===== src/rtl/rca_share_ctrl.sv =====
// Shares one external 32-bit ripple-carry adder between two requesters and
// sequences multi-word additions one word per cycle, least-significant word first.
module rca_share_ctrl #(
    parameter int WORDS = 2
) (
    input  logic                  clk,
    input  logic                  rst,
    input  logic                  req0_valid,
    output logic                  req0_ready,
    input  logic [32*WORDS-1:0]   req0_a,
    input  logic [32*WORDS-1:0]   req0_b,
    input  logic                  req0_cin,
    input  logic                  req1_valid,
    output logic                  req1_ready,
    input  logic [32*WORDS-1:0]   req1_a,
    input  logic [32*WORDS-1:0]   req1_b,
    input  logic                  req1_cin,
    output logic                  rsp_valid,
    input  logic                  rsp_ready,
    output logic [32*WORDS-1:0]   rsp_sum,
    output logic                  rsp_cout,
    output logic                  rsp_id,
    output logic [31:0]           add_a,
    output logic [31:0]           add_b,
    output logic                  add_cin,
    input  logic [31:0]           add_sum,
    input  logic                  add_cout
);

    localparam int KW = (WORDS > 1) ? $clog2(WORDS) : 1;
    localparam logic [KW-1:0] LAST_WORD = KW'(WORDS - 1);

    typedef enum logic [1:0] {
        IDLE = 2'd0,
        RUN  = 2'd1,
        DONE = 2'd2
    } state_t;

    state_t state;
    state_t next_state;

    logic                    last;
    logic [KW-1:0]           k;
    logic                    carry_reg;
    logic                    cin_reg;
    logic                    id_reg;
    logic [WORDS-1:0][31:0]  a_reg;
    logic [WORDS-1:0][31:0]  b_reg;
    logic [WORDS-1:0][31:0]  sum_reg;

    logic grant0;
    logic grant1;

    // Round-robin: the requester that did not win last time takes a tie.
    assign grant0 = req0_valid && (!req1_valid || last);
    assign grant1 = req1_valid && !grant0;

    assign rsp_sum  = sum_reg;
    assign rsp_cout = carry_reg;
    assign rsp_id   = id_reg;

    always_ff @(posedge clk) begin
        if (rst) begin
            state <= IDLE;
        end else begin
            state <= next_state;
        end
    end

    always_comb begin
        next_state = state;
        req0_ready = 1'b0;
        req1_ready = 1'b0;
        rsp_valid  = 1'b0;
        add_a      = '0;
        add_b      = '0;
        add_cin    = 1'b0;
        case (state)
            IDLE: begin
                req0_ready = grant0;
                req1_ready = grant1;
                if (grant0 || grant1) begin
                    next_state = RUN;
                end
            end
            RUN: begin
                add_a   = a_reg[k];
                add_b   = b_reg[k];
                add_cin = (k == '0) ? cin_reg : carry_reg;
                if (k == LAST_WORD) begin
                    next_state = DONE;
                end
            end
            DONE: begin
                rsp_valid = 1'b1;
                if (rsp_ready) begin
                    next_state = IDLE;
                end
            end
            default: begin
                next_state = IDLE;
            end
        endcase
    end

    // Operand capture on accept, then one adder word per RUN cycle with the
    // carry chained through carry_reg.
    always_ff @(posedge clk) begin
        if (rst) begin
            last      <= 1'b1;
            k         <= '0;
            carry_reg <= 1'b0;
            cin_reg   <= 1'b0;
            id_reg    <= 1'b0;
            a_reg     <= '0;
            b_reg     <= '0;
            sum_reg   <= '0;
        end else begin
            case (state)
                IDLE: begin
                    if (grant0 || grant1) begin
                        a_reg   <= grant1 ? req1_a : req0_a;
                        b_reg   <= grant1 ? req1_b : req0_b;
                        cin_reg <= grant1 ? req1_cin : req0_cin;
                        id_reg  <= grant1;
                        last    <= grant1;
                        k       <= '0;
                    end
                end
                RUN: begin
                    sum_reg[k] <= add_sum;
                    carry_reg  <= add_cout;
                    if (k != LAST_WORD) begin
                        k <= k + 1'b1;
                    end
                end
                default: begin
                end
            endcase
        end
    end

endmodule


===== config.mk =====
export PLATFORM = sky130hd
export DESIGN_NAME = rca_share_ctrl
export DESIGN_NICKNAME = d
export VERILOG_FILES = /design/src/rtl/rca_share_ctrl.sv
export SDC_FILE = /design/constraint.sdc
export NUM_CORES = 1
export LEC_CHECK = 0
export BUFFER_PORTS_ARGS = -buffer_cell sky130_fd_sc_hd__buf_2
export CAP_MARGIN = 20
export CELL_PAD_IN_SITES_DETAIL_PLACEMENT = 0
export CELL_PAD_IN_SITES_GLOBAL_PLACEMENT = 1
export CORE_AREA = 2 2 169 171
export CTS_CLUSTER_DIAMETER = 120
export DETAILED_ROUTE_END_ITERATION = 12
export DIE_AREA = 0 0 171 173
export GPL_ROUTABILITY_DRIVEN = 0
export PLACE_DENSITY = 0.82
export SYNTH_ARGS = -nofsm -noshare
export SYNTH_HDL_FRONTEND = slang
export SYNTH_SLANG_ARGS = --single-unit

===== constraint.sdc =====
create_clock -name clk -period 4.2 [get_ports clk]
set_input_delay 0.84 -clock clk [delete_from_list [all_inputs] [get_ports clk]]
set_output_delay 0.84 -clock clk [all_outputs]
set_load 0.03 [all_outputs]

==> results of run 1 <==
## cells in the final DEF, fill, tap and decap left out, types with 3 or more instances in the layout
cell,netlist,routed
sky130_fd_sc_hd__inv_6,0,3
sky130_fd_sc_hd__dfxtp_1,199,199
sky130_fd_sc_hd__clkbuf_16,0,17
sky130_fd_sc_hd__nor2_1,4,3
sky130_fd_sc_hd__nand2_1,389,389
sky130_fd_sc_hd__buf_12,0,5
sky130_fd_sc_hd__buf_2,49,428
sky130_fd_sc_hd__buf_4,23,8
sky130_fd_sc_hd__diode_2,0,5
sky130_fd_sc_hd__a22o_1,65,65
sky130_fd_sc_hd__a311oi_1,129,129
sky130_fd_sc_hd__clkinv_8,0,6
sky130_fd_sc_hd__a21oi_1,198,198
## path summary, 6_finish.rpt
check              start  slack, ns           to  depth (start not counted)
max             state[0]       0.95     add_b[3]                          4
min          rsp_sum[26]       0.45  rsp_sum[26]                          2
max reg2reg     state[1]       1.71    a_reg[20]                          5
min reg2reg  rsp_sum[26]       0.45  rsp_sum[26]                          2
## report_power, final
group	total [uW]	internal [uW]	leakage [uW]	switching [uW]
combinational	1140	410	0.00334	729
clock	1770	883	0.000309	888
sequential	2220	2080	0.00164	139
## layer usage
layer / up-vias / share of wire / GRT usage
li1: 4700 / - / -
met1: 4595 / 0.41 / 0.272
met4: 4 / 0.031 / 0.0826
met3: 73 / 0.084 / 0.0595
met2: 454 / 0.47 / 0.359
met5: - / 0.00080 / 0
## critical path: stages, from the launching register on
cell and delay, ns:
sky130_fd_sc_hd__dfxtp_1 0.50, sky130_fd_sc_hd__nor3b_2 0.25, sky130_fd_sc_hd__buf_4 0.69, sky130_fd_sc_hd__a22o_1 0.27, sky130_fd_sc_hd__buf_2 0.20
## layout make-up
| cell class | instances | area [sq um] | share of cell area |
|---|---|---|---|
| Inverter | 1 | 3.75 | 0.000319 |
| Antenna cell | 5 | 12.5 | 0.00106 |
| Sequential cell | 199 | 3980 | 0.339 |
| Clock inverter | 15 | 218 | 0.0185 |
| Tap cell | 378 | 473 | 0.0402 |
| Clock buffer | 17 | 425 | 0.0362 |
| Timing Repair Buffer | 442 | 2310 | 0.197 |
| Multi-Input combinational cell | 802 | 4330 | 0.368 |
## through the flow
stage / worst slack (ns) / hold WS [ns] / utilization
floorplan: 1.74 / 0.485 / -
CTS: 0.973 / 0.454 / 0.425
detailed placement: 1.44 / 0.444 / 0.402
finish: 0.951 / 0.452 / 0.426
global placement: 1.55 / 0.439 / 0.402
global route: 0.816 / 0.467 / 0.425
## cells by family (layout without fill, tap and decap cells)
kind of cell | count (synthesis) | in the layout | share of synthesized area
flops | 199 | 199 | 0.443
compound gates | 397 | 397 | 0.303
other cells | 0 | 5 | 0
buf+inv | 125 | 475 | 0.0802
simple gates | 405 | 405 | 0.174
## cell usage after synthesis
master	number	share of area
sky130_fd_sc_hd__inv_1	1	0.00042
sky130_fd_sc_hd__nor2b_1	2	0.0014
sky130_fd_sc_hd__nor2_1	4	0.0017
sky130_fd_sc_hd__nor3b_1	1	0.00083
sky130_fd_sc_hd__a22o_1	65	0.063
sky130_fd_sc_hd__clkbuf_1	38	0.016
sky130_fd_sc_hd__nand2_1	389	0.16
sky130_fd_sc_hd__dfxtp_1	199	0.44
sky130_fd_sc_hd__nand2b_1	2	0.0014
sky130_fd_sc_hd__a21boi_2	1	0.0013
sky130_fd_sc_hd__buf_4	23	0.019
sky130_fd_sc_hd__buf_2	49	0.027
sky130_fd_sc_hd__a21bo_2	1	0.0011
sky130_fd_sc_hd__o21ai_0	2	0.0011
sky130_fd_sc_hd__nand3b_1	2	0.0017
sky130_fd_sc_hd__and3b_1	1	0.00097
sky130_fd_sc_hd__buf_6	14	0.018
sky130_fd_sc_hd__a21oi_1	198	0.11
sky130_fd_sc_hd__nor2_4	1	0.0013
sky130_fd_sc_hd__a311oi_1	129	0.13
sky130_fd_sc_hd__or3b_1	1	0.00097
sky130_fd_sc_hd__a221o_1	1	0.0011
sky130_fd_sc_hd__or2_1	2	0.0014
==> implementation parameters, run 1 <==
Parameter                              Value

STA
  Final number of setup-violating endpoints ... 0
  RSZ-0062 raised after global routing ... false
  F_max ... 0.308 GHz
  Final total negative setup slack ... 0 ns
  Number of hold-slack violations in the final timing report ... 0
  Portion of the clock cycle consumed by the worst path in the final layout ... 0.774
  Transition time at the pin with the least slew margin ... 0.997 ns
  Max Transition Viols Final ... 0
  Post-layout min period ... 3.25 ns
  Clock skew after layout ... 0.0207 ns
  Headroom to the max-slew limit ... 0.335

Yosys
  Synthesized area per cell ... 7.99 sq um
  Seq/Total Area, Yosys ... 0.443
  Post-Synthesis Cell Area ... 0.00900 sq mm
  Cells after Synth ... 1126
  Register bit count reported by yosys ... 199
  Number of synthesis warnings ... 0
  Number of nets produced by synthesis ... 1422
  Count of unique library cells instantiated by Yosys ... 23

Floorplan
  IO Pins ... 430
  Die Footprint ... 0.0296 sq mm
  Initial cell density of the core ... 0.326
  Die X ... 171 microns
  Core Area ... 0.0276 sq mm
  Die Y ... 173 microns
  Rows ... 61

GRT
  Pin count of the biggest net entering global routing ... 130
  Wire length of the first global-routing pass ... 51.7 mm
  Antenna violations before repair ... 8
  GRT Overall Usage ... 0.218
  Remaining global-route overflow ... 0
  Vias in the first global route ... 9305

Final layout
  Layout cells sized above 1 ... 0.326
  Area grow syn2layout ... 30.6%
  Count of nets after finishing ... 1759
  Filler Cell Count ... 2958
  Finished Layout Cells ... 1859
  Cell area after layout ... 0.0118 sq mm

Clocking
  Register clock-pin slew on the reported worst setup and hold paths ... 0.07 ns
  H-tree Lvls ... 4
  Library cell used as clock root buffer ... sky130_fd_sc_hd__clkbuf_16
  TritonCTS clock tree ... done
  Hold bufs inserted after CTS ... 0
  Setup bufs post-CTS ... 0
  Clk buf depth ... 2
  Total number of clock tree sinks ... 199
  Worst-Skew Late Latency ... 0.43 ns
  CTS Buf Count ... 17
  Post-cts sizing count ... 0

Routing
  1st-pass router iterations ... 5
  Count of antenna-violating nets left after detailed routing ... 0
  Routed vias/inst ... 5.29
  Number of remaining DRC errors ... 0
  Drt total wl ... 33.9 mm
  Total number of vias ... 9826
  Detailed-route wire length per cell ... 18.2 microns
  DRC marker count from the first detailed-route iteration ... 646

Critical path
  Worst-path fanout max ... 72
  Required time of the worst setup path ... 3.36 ns
  Element type at the critical path end ... output pin
  Type of the setup path with the least slack ... flip-flop to output pin
  Crit path launch type ... flip-flop
  Data arrival, critical path ... 2.41 ns

Place
  Dpl hpwl ... 22.5 mm
  Cell count after placement ... 1822
  Area after DPL ... 0.0111 sq mm
  Port-buffer cells ... 429

Outcome
  Result of the run ... completed

Pwr
  Leakage power summed over all cells ... 0.00529 uW
  Pwr Density ... 436 mW/mm^2
  Worst-case vdd ir drop ... 0.000316 V
  Total power consumption of the routed design ... 5130 uW

Run
  Number of maximum-capacitance violations ... 0

Worst hold path
  Worst hold-check path type ... flip-flop to flip-flop
(Power assumes the default switching activity.)
==> inputs of run 2 (changes only) <==
--- a/config.mk
+++ b/config.mk
@@ -9,12 +9,11 @@
 export CAP_MARGIN = 20
 export CELL_PAD_IN_SITES_DETAIL_PLACEMENT = 0
 export CELL_PAD_IN_SITES_GLOBAL_PLACEMENT = 1
-export CORE_AREA = 2 2 169 171
+export CORE_UTILIZATION = 29
 export CTS_CLUSTER_DIAMETER = 120
 export DETAILED_ROUTE_END_ITERATION = 12
-export DIE_AREA = 0 0 171 173
 export GPL_ROUTABILITY_DRIVEN = 0
-export PLACE_DENSITY = 0.82
+export PLACE_DENSITY = 0.78
 export SYNTH_ARGS = -nofsm -noshare
 export SYNTH_HDL_FRONTEND = slang
 export SYNTH_SLANG_ARGS = --single-unit
==> constraint.sdc (replaced) <==
create_clock -name clk -period 2.71 [get_ports clk]
set_input_delay 0.542 -clock clk [delete_from_list [all_inputs] [get_ports clk]]
set_output_delay 0.542 -clock clk [all_outputs]
set_load 0.03 [all_outputs]
==> implementation parameters, run 2 (synthesis gave the netlist of run 1 again) <==
Parameter                              Value

Outcome
  Result of the run ... completed

Floorplan
  Die Footprint ... 0.0317 sq mm (+7.3%)
  Die X ... 178 microns (+4.2%)
  IO Pins ... 430 (unchanged)
  Core Area ... 0.0306 sq mm (+11%)
  Initial cell density of the core ... 0.294 (-0.0315)
  Rows ... 64 (+4.9%)
  Die Y ... 178 microns (+3.0%)

STA
  RSZ-0062 raised after global routing ... false
  Final hold slack ... 0.326 ns (-0.126 ns)
  F_max ... 0.386 GHz
  Clock skew after layout ... 0.0167 ns (-0.00402 ns)
  Number of hold-slack violations in the final timing report ... 0 (unchanged)
  Portion of the clock cycle consumed by the worst path in the final layout ... 0.955
  Final number of setup-violating endpoints ... 0 (unchanged)
  Headroom to the max-slew limit ... 0.474 (+0.139)
  Transition time at the pin with the least slew margin ... 0.788 ns (-0.209 ns)
  Post-layout min period ... 2.59 ns
  Max Transition Viols Final ... 0 (unchanged)
  Final total negative setup slack ... 0 ns (unchanged)

Critical path
  Required time of the worst setup path ... 2.17 ns (-1.19 ns)
  Element type at the critical path end ... output pin
  Crit Reg-Reg Endpoint ... rsp_sum[44]
  Delay of the slowest cell on the worst path ... 0.41 ns (-0.28 ns)
  Critical Path Slowest Stage Cell ... sky130_fd_sc_hd__dfxtp_1
  Critical Path Start ... state[1]
  Flop-to-flop setup slack ... 0.79 ns (-0.92 ns)
  Crit path launch type ... flip-flop
  Data arrival, critical path ... 2.05 ns (-0.36 ns)
  Type of the setup path with the least slack ... flip-flop to output pin
  Worst-path fanout max ... 37 (-49%)
  RR Startpoint ... state[1]
  End of the critical path ... add_b[11]
  Ordered cell list for the critical path ... and3b_4, buf_4, a22o_1, buf_2
  Worst R2R Path Depth ... 5 (unchanged)

Final layout
  Area grow syn2layout ... 33.0%
  Most common library cell in the layout ignoring fill and taps ... sky130_fd_sc_hd__buf_2
  Filler Cell Count ... 3244 (+9.7%)
  Commonest non-fill, non-tap cells in the layout ... sky130_fd_sc_hd__buf_2 (428), sky130_fd_sc_hd__nand2_1 (389), sky130_fd_sc_hd__a21oi_1 (198), sky130_fd_sc_hd__dfxtp_1 (198), sky130_fd_sc_hd__a311oi_1 (129)
  Count of nets after finishing ... 1775 (+0.91%)
  Layout cells sized above 1 ... 0.334 (+0.00790)
  Finished Layout Cells ... 1896 (+2.0%)

Pwr
  Net Sw Power ... 2750 uW (+57%)
  Worst-case vdd ir drop ... 0.000390 V (+24%)
  Leakage power summed over all cells ... 0.00539 uW (+1.7%)
  Total internal power ... 5250 uW (+56%)
  Clock share of power ... 0.343 (-0.002)
  Total power consumption of the routed design ... 8000 uW (+56%)
  Switching power as a share of total power ... 0.344 (+0.00171)
  Pwr Density ... 669 mW/mm^2 (+53%)
  Sequential share of power ... 0.428 (-0.005)
  Portion of total power attributed to combinational logic ... 0.229 (+0.007)

Place
  Dpl hpwl ... 23.7 mm (+5.3%)
  Port-buffer cells ... 429 (unchanged)
  Cell count after placement ... 1856 (+1.9%)

Clocking
  H-tree Lvls ... 4 (unchanged)
  Library cell used as clock root buffer ... sky130_fd_sc_hd__clkbuf_16
  Register clock-pin slew on the reported worst setup and hold paths ... 0.09 ns (+0.02 ns)
  TritonCTS clock tree ... done
  Total number of clock tree sinks ... 199 (unchanged)
  Hold bufs inserted after CTS ... 0 (unchanged)
  Clk buf depth ... 2 (unchanged)
  CTS Buf Count ... 17 (unchanged)
  Worst-Skew Late Latency ... 0.45 ns (+0.02 ns)

GRT
  Vias in the first global route ... 9350 (+0.48%)
  GRT Overall Usage ... 0.210 (-0.00873)
  Remaining global-route overflow ... 0 (unchanged)
  Wire length of the first global-routing pass ... 51.8 mm (+0.31%)
  Antenna violations before repair ... 3 (-5)
  Pin count of the biggest net entering global routing ... 112 (-14%)

Run
  Number of maximum-capacitance violations ... 0 (unchanged)

Routing
  DRC marker count from the first detailed-route iteration ... 548 (-15%)
  Drt total wl ... 34.6 mm (+2.1%)
  Number of remaining DRC errors ... 0 (unchanged)
  Routed vias/inst ... 5.17 (-2.3%)
  1st-pass router iterations ... 5 (unchanged)
  Detailed-route wire length per cell ... 18.3 microns (+0.10%)
  Count of antenna-violating nets left after detailed routing ... 0 (unchanged)
  Total number of vias ... 9796 (-0.31%)

Worst hold path
  Hold Crit Start ... add_sum[21]
  Worst hold path depth ... 3 (+1)
  Worst hold-check path type ... primary input to flip-flop
## run 2: changes by cell type in the layout (fill, tap and decap cells not counted), sizes merged
cell,before,now
clkinv,7,8
diode,5,8
buf,442,458
inv,8,6
clkinvlp,0,1
## run 2: cell type report
| class | instances | area, sq um | share of cell area |
|---|---|---|---|
| inverters | 1 | 3.75 | 0.000314 |
| repair buffers | 458 | 2500 | 0.209 |
| well taps | 396 | 495 | 0.0414 |
| flip-flops and latches | 199 | 3990 | 0.333 |
| diodes | 8 | 20.0 | 0.00167 |
| clock buffers | 17 | 425 | 0.0355 |
| multi-input cells | 802 | 4330 | 0.362 |
| clock inverters | 15 | 206 | 0.0172 |
## run 2: worst max-delay path, delay by kind of cell, from the launching register on
kind | cells | cell delay (ns)
buffers and inverters | 2 | 0.60
AOI/OAI and AO/OA | 1 | 0.21
and+or+nand+nor | 1 | 0.34
DFF | 1 | 0.41
## run 2: what timing repair did
action | 4_1_cts | 5_1_grt
setup endpoints to repair | 0 | 64
setup buffers | 0 | 0
gates resized for setup | 0 | 3
## run 2: worst min-delay path by stage
stage | endpoint
floorplan | k
global placement | rsp_sum[6]
detailed placement | rsp_sum[13]
CTS | rsp_sum[53]
global route | rsp_sum[53]
finish | rsp_sum[21]
## run 2: power by group through the flow
stage,registers (uW),logic (uW),clock network [uW]
final,3430,1830,2750
after global routing,3460,2000,2940
after CTS,3420,1840,2820
after detailed placement,3490,1840,0
after global placement,3490,1810,0
after floorplan,3520,1150,0
## run 2: per-layer routing
metal | part of all wire | wire, microns | vias to the layer above | track usage
met5 | 0.00029 | 10 | - | 0
met4 | 0.024 | 837 | 2 | 0.0847
met3 | 0.078 | 2690 | 56 | 0.0514
met2 | 0.48 | 16700 | 412 | 0.350
met1 | 0.42 | 14400 | 4596 | 0.258
li1 | - | - | 4730 | -
## run 2: stage by stage
step / cell area (sq um) / utilization / setup slack, ns
finish: 12000 / 0.391 / 0.122
global route: 12000 / 0.391 / 0.00660
CTS: 11900 / 0.390 / 0.00321
detailed placement: 11300 / 0.370 / 0.503
global placement: 11300 / 0.370 / 0.574
floorplan: 9000 / - / 0.817
